**config.mk**
```make
export PLATFORM = sky130hd
export DESIGN_NAME = usb_fifo_drain_tx
export DESIGN_NICKNAME = d
export VERILOG_FILES = /design/src/rtl/usb_fifo_drain_tx_pkg.sv /design/src/rtl/start_stop_edge_detect.sv /design/src/rtl/usb_fifo_drain_tx.sv
export SDC_FILE = /design/constraint.sdc
export NUM_CORES = 1
export LEC_CHECK = 0
export CAP_MARGIN = 15
export CORE_MARGIN = 3
export CORE_UTILIZATION = 45
export DETAILED_ROUTE_END_ITERATION = 8
export PLACE_DENSITY = 0.77
export RECOVER_POWER = 100
export SYNTH_ARGS = -nofsm -noshare
export SYNTH_HDL_FRONTEND = slang
export SYNTH_SLANG_ARGS = --single-unit
```
**constraint.sdc**
```tcl
create_clock -name Clk -period 2.05 [get_ports Clk]
set_input_delay 0.205 -clock Clk [delete_from_list [all_inputs] [get_ports Clk]]
set_output_delay 0.205 -clock Clk [all_outputs]
set_load 0.05 [all_outputs]
```
**src/rtl/usb_fifo_drain_tx_pkg.sv**
```systemverilog
`timescale 1ns/1ps
// Shared definitions for the USB FIFO to FX2 EP6 drain path.
package usb_fifo_drain_tx_pkg;

   // Words per full USB bulk packet (512 bytes of 16-bit words).
   localparam int USB_PACKET_WORDS = 256;

   // FX2 endpoint select for EP6.
   localparam logic [1:0] FIFOADR_EP6 = 2'b10;

   // Drain FSM encoding. These values are visible on the debug state port.
   typedef enum logic [2:0] {
      ST_IDLE   = 3'd0,
      ST_CHECK  = 3'd1,
      ST_READ   = 3'd2,
      ST_LATCH  = 3'd3,
      ST_WRITE  = 3'd4,
      ST_PKTEND = 3'd5,
      ST_DONE   = 3'd6
   } drain_state_e;

   // Packet word counter step: wraps to zero after the last word of a packet.
   // The FX2 commits full packets on its own, so the wrap needs no strobe.
   function automatic logic [7:0] next_word_cnt(input logic [7:0] cnt,
                                                input logic [7:0] last);
      return (cnt == last) ? 8'd0 : cnt + 8'd1;
   endfunction

endpackage

```
**src/rtl/start_stop_edge_detect.sv**
```systemverilog
`timescale 1ns/1ps
// Falling-edge detector for the run enable. The previous level is held in a
// register so the edge is seen exactly one cycle after the input drops.
module start_stop_edge_detect (
   input  logic clk_i,
   input  logic rst_i,
   input  logic start_stop_i,
   output logic fall_o
);

   logic start_stop_q;
   logic start_stop_d;

   // Next value of the edge register is simply the current level.
   always_comb begin
      start_stop_d = start_stop_i;
   end

   // Edge register, cleared by the asynchronous reset.
   always_ff @(posedge clk_i or posedge rst_i) begin
      if (rst_i) begin
         start_stop_q <= 1'b0;
      end else begin
         start_stop_q <= start_stop_d;
      end
   end

   assign fall_o = start_stop_q & ~start_stop_i;

endmodule

```
**src/rtl/usb_fifo_drain_tx.sv**
```systemverilog
`timescale 1ns/1ps
// usb_fifo_drain_tx: moves words from the USB data FIFO to the FX2 EP6 slave
// FIFO at one word per four clocks and commits a trailing short packet when a
// flush (run enable falling, or S-curve test done) has been requested.
//
// Strobe protocol: usb_data_fifo_rd_en is high for exactly one cycle (READ)
// and the FIFO presents the word one cycle later (LATCH), where it is captured
// into FD_out. nSLWR is low for exactly one cycle (WRITE) with FD_out already
// stable. nPKTEND is low for exactly one cycle (PKTEND). The FX2 full flag is
// only looked at in CHECK, so a word that has started always finishes.
module usb_fifo_drain_tx
   import usb_fifo_drain_tx_pkg::*;
#(
   parameter int PACKET_WORDS = USB_PACKET_WORDS
) (
   input  logic        Clk,
   input  logic        reset,
   input  logic        Start_Stop,
   input  logic        SCTest_Done,
   input  logic [15:0] usb_data_fifo_dout,
   input  logic        usb_data_fifo_empty,
   output logic        usb_data_fifo_rd_en,
   input  logic        nFLAGB,
   output logic [15:0] FD_out,
   output logic        nSLWR,
   output logic        nPKTEND,
   output logic [1:0]  FIFOADR,
   output logic        Data_Transmit_Done,
   output logic [2:0]  fsm_state_o,
   output logic [7:0]  word_cnt_o
);

   localparam logic [7:0] LAST_WORD = 8'(PACKET_WORDS - 1);

   drain_state_e state_q;
   logic         rd_en_q;
   logic [15:0]  fd_q;
   logic         nslwr_q;
   logic         npktend_q;
   logic         done_q;
   logic [7:0]   word_cnt_q;
   logic         flush_pending_q;
   logic         flush_pending_d;
   logic         start_stop_fall;
   logic         flush_req;

   start_stop_edge_detect u_edge (
      .clk_i        (Clk),
      .rst_i        (reset),
      .start_stop_i (Start_Stop),
      .fall_o       (start_stop_fall)
   );

   // A flush request only counts once a run is under way.
   assign flush_req = (state_q != ST_IDLE) && (start_stop_fall || SCTest_Done);

   // Flush request is sticky until the FSM returns to IDLE.
   always_comb begin
      flush_pending_d = flush_pending_q;
      if (state_q == ST_IDLE) begin
         flush_pending_d = 1'b0;
      end else if (flush_req) begin
         flush_pending_d = 1'b1;
      end
   end

   // Flush pending register.
   always_ff @(posedge Clk or posedge reset) begin
      if (reset) begin
         flush_pending_q <= 1'b0;
      end else begin
         flush_pending_q <= flush_pending_d;
      end
   end

   // Drain FSM with registered strobes, data bus and word counter.
   always_ff @(posedge Clk or posedge reset) begin
      if (reset) begin
         state_q    <= ST_IDLE;
         rd_en_q    <= 1'b0;
         fd_q       <= 16'h0000;
         nslwr_q    <= 1'b1;
         npktend_q  <= 1'b1;
         done_q     <= 1'b0;
         word_cnt_q <= 8'd0;
      end else begin
         case (state_q)
            ST_IDLE: begin
               if (Start_Stop) begin
                  state_q <= ST_CHECK;
               end
            end
            ST_CHECK: begin
               if (!usb_data_fifo_empty && nFLAGB) begin
                  state_q <= ST_READ;
                  rd_en_q <= 1'b1;
               end else if (flush_pending_q && usb_data_fifo_empty) begin
                  if (word_cnt_q != 8'd0) begin
                     state_q   <= ST_PKTEND;
                     npktend_q <= 1'b0;
                  end else begin
                     state_q <= ST_DONE;
                     done_q  <= 1'b1;
                  end
               end
            end
            ST_READ: begin
               rd_en_q <= 1'b0;
               state_q <= ST_LATCH;
            end
            ST_LATCH: begin
               fd_q    <= usb_data_fifo_dout;
               nslwr_q <= 1'b0;
               state_q <= ST_WRITE;
            end
            ST_WRITE: begin
               nslwr_q    <= 1'b1;
               word_cnt_q <= next_word_cnt(word_cnt_q, LAST_WORD);
               state_q    <= ST_CHECK;
            end
            ST_PKTEND: begin
               npktend_q  <= 1'b1;
               word_cnt_q <= 8'd0;
               done_q     <= 1'b1;
               state_q    <= ST_DONE;
            end
            ST_DONE: begin
               // A new run may only start after IDLE has been seen again.
               if (!Start_Stop && !SCTest_Done) begin
                  done_q  <= 1'b0;
                  state_q <= ST_IDLE;
               end
            end
            default: begin
               rd_en_q   <= 1'b0;
               nslwr_q   <= 1'b1;
               npktend_q <= 1'b1;
               done_q    <= 1'b0;
               state_q   <= ST_IDLE;
            end
         endcase
      end
   end

   assign usb_data_fifo_rd_en = rd_en_q;
   assign FD_out              = fd_q;
   assign nSLWR               = nslwr_q;
   assign nPKTEND             = npktend_q;
   assign FIFOADR             = FIFOADR_EP6;
   assign Data_Transmit_Done  = done_q;
   assign fsm_state_o         = state_q;
   assign word_cnt_o          = word_cnt_q;

endmodule

```
==> results.sh <==
export IMPL_grt_max_degree=34
export IMPL_clock_sink_count=33
export IMPL_synth_cell_type_count=41
export IMPL_period_share=0.962
export IMPL_clkLatencyLatePin_ns=0.33
export IMPL_drc=0
export IMPL_grt_pass1_wl_mm=6.09
export IMPL_vdd_drop_max_uv=1240
export IMPL_hold_slack_ns=0.475
export IMPL_layout_drive_gt1_share=0.171
export IMPL_startpoint_type="flip-flop"
export IMPL_synthTopCellsByArea="dfrtp_1 (49%), mux2_2 (12%), o21ai_0 (3.5%)"
export IMPL_r2r_end="fsm_state_o[0]"
export IMPL_min_path_cells=2
export IMPL_finalHoldViolations=0
export IMPL_drt_iter0_drc=108
export IMPL_antenna_found_initial=0
export IMPL_die_x_um=65.5
export IMPL_syn2layout_area_growth_pct=37.5
export IMPL_async_reset_ff_frac=1.00
export IMPL_crit_slowest_cell="clkdlybuf4s50_1"
export IMPL_p_leak_nw=0.954
export IMPL_fillCellCount=276
export IMPL_setup_viol=0
export IMPL_die_h_um=65.5
export IMPL_avgViaCountPerCell=5.27
export IMPL_cp_cell_sequence="clkdlybuf4s50_1"
export IMPL_crit_family="buffers and inverters"
export IMPL_postCtsSetupBuffers=0
export IMPL_ys_seq_area_frac=0.520
export IMPL_relSlewSlack=0.465
export IMPL_start_util=0.498
export IMPL_htree_levels=2
export IMPL_criticalPathCategory="flip-flop to output port"
export IMPL_worst_pin_slew_ns=0.803
export IMPL_hpwlAfterDp_mm=2.69
export IMPL_grt_pass1_vias=1242
export IMPL_hp_class="input port to flip-flop"
export IMPL_diodes=0
export IMPL_die_area_um2=4290
export IMPL_final_nets=222
export IMPL_overflow=0
export IMPL_hold_end="FD_out[6]"
export IMPL_powerDensity_nw_per_um2=1810
export IMPL_clk_pin_slew_ns=0.10
export IMPL_portBuffers=52
export IMPL_cp_max_fo=12
export IMPL_required_ns=1.85
export IMPL_cts_buffer_depth=2
export IMPL_avgSynthCellArea_um2=11.1
export IMPL_synth_edf_count=0
export IMPL_gp_congestion=0.884
export IMPL_hold_buffers=0
export IMPL_setup_tns_ns=0
export IMPL_detailroute_via_count=1281
export IMPL_synth_flop_cell="dfrtp_1"
export IMPL_drt_pass1_iterations=4
export IMPL_syn_instance_count=144
export IMPL_cts_tree="yes"
export IMPL_ys_seq_elements=33
export IMPL_min_delay_start="usb_data_fifo_dout[6]"
export IMPL_rows=20
export IMPL_postRouteAntennaNets=0
export IMPL_cts_resized_gates=0
export IMPL_worstPathArrival_ns=1.77
export IMPL_synth_area_um2=1590
export IMPL_yosysTopAreaCell="dfrtp_1"
export IMPL_synth_top_area_frac=0.487
export IMPL_critPathMaxStageDelay_ns=0.87
export IMPL_status="finished, final reports clean"
export IMPL_r2r_cells=6
export IMPL_cts_made_buffers=5
export IMPL_cts_root_buf="clkbuf_4"
export IMPL_fin_util=0.684
export IMPL_ioPinCount=55
export IMPL_max_freq_ghz=0.507
export IMPL_syn_nets=168
export IMPL_period_minus_slack_ns=1.97
export IMPL_maxCapViolations=0
export IMPL_routedWlPerCell_um=14.9
export IMPL_finalWirelength_mm=3.61
export IMPL_timing_rr_start="word_cnt_o[0]"
export IMPL_yosys_warnings=0
export IMPL_r2r_slack_ns=0.18
export IMPL_grt_setup_unrepaired="false"
export IMPL_grt_total_usage=0.186
export IMPL_clock_skew_ns=0.0107
export IMPL_end_kind="output port"
export IMPL_slew_violations=0
export IMPL_core_um2=3200
export IMPL_path_buf_inv=1
==> logic make-up after synthesis <==
logic type / synth area share
AO/OA/AOI/OAI: 0.114
AND/OR/NAND/NOR: 0.144
adder cells (fa/ha/maj): 0.0157
buffers and inverters: 0.0691
other: 0.00471
flip-flops: 0.520
multiplexers: 0.133
==> flip-flops by register name, indices dropped and copies added (netlist names) <==
signal / count
Data_Transmit_Done: 1
FD_out: 16
flush_pending_q: 1
fsm_state_o: 3
nPKTEND: 1
nSLWR: 1
u_edge.start_stop_q: 1
usb_data_fifo_rd_en: 1
word_cnt_o: 8
==> metal layers <==
| metal | vias up | part of all wire | global-route usage |
|---|---|---|---|
| met2 | 50 | 0.51 | 0.295 |
| li1 | 602 | - | - |
| met1 | 622 | 0.41 | 0.246 |
| met3 | 7 | 0.061 | 0.0462 |
| met4 | 0 | 0.017 | 0.0725 |
| met5 | - | 0 | 0 |
==> power breakdown <==
group,leakage [nW],switching [mW],internal (mW)
Sequential,0.395,0.247,0.945
Combinational,0.503,1.45,0.727
Clock,0.0552,0.227,0.377
Total,0.954,1.93,2.05
==> how the worst max path moves through the flow <==
stage	from	to	slack, ns	cells past startpoint
2_1_floorplan	word_cnt_o[0]	fsm_state_o[0]	0.20	6
3_3_place_gp	word_cnt_o[0]	fsm_state_o[0]	0.41	6
5_1_grt	fsm_state_o[1]	fsm_state_o[1]	0.0009	1
3_5_place_dp	word_cnt_o[0]	fsm_state_o[0]	0.34	6
4_1_cts	fsm_state_o[1]	fsm_state_o[1]	0.07	1
6_report	fsm_state_o[1]	fsm_state_o[1]	0.08	1
==> cell usage after synthesis, types with 2 or more instances <==
master and count:
nor2_1 8, dfrtp_1 31, o31ai_1 2, mux2i_1 2
clkbuf_8 3, nand3_1 4, nand2_1 13, dfstp_2 2
nor3_1 3, buf_4 2, a21oi_1 4, ha_1 2
inv_1 9, a21o_1 2, nand2b_1 3, conb_1 2
o21ai_1 2, o21ai_0 11, mux2_2 17
==> placed cells by master (no fill, tap or decap), types with 3 or more instances in the layout <==
cell | synthesis | final
dfrtp_1 | 31 | 31
dlygate4sd3_1 | 0 | 29
clkdlybuf4s50_1 | 0 | 22
mux2_2 | 17 | 17
nand2_1 | 13 | 13
o21ai_0 | 11 | 12
inv_1 | 9 | 9
nor2_1 | 8 | 8
clkbuf_4 | 0 | 5
a21oi_1 | 4 | 4
nand3_1 | 4 | 4
nor3_1 | 3 | 4
nand2b_1 | 3 | 3
==> stage by stage <==
stage / power (mW) / area, um^2 / worst slack (ns) / instances
5_1_grt: 4.21 / 2190 / 0.000872 / 243
3_3_place_gp: 3.45 / 2110 / 0.409 / 235
4_1_cts: 4.14 / 2220 / 0.0652 / 243
6_report: 3.98 / 2190 / 0.0769 / 243
2_1_floorplan: 2.82 / 1590 / 0.195 / 144
3_5_place_dp: 3.53 / 2110 / 0.335 / 235
==> area by class of cell <==
cell class	instances	area, um^2	share of cell area
clock buffer	5	37.5	0.0171
clock inverter	3	65.1	0.0297
inverter	9	33.8	0.0154
multi-input combinational	94	644	0.294
sequential	33	828	0.378
tap	44	55.1	0.0251
timing repair buffer	55	528	0.241
(Power assumes the default switching activity.)
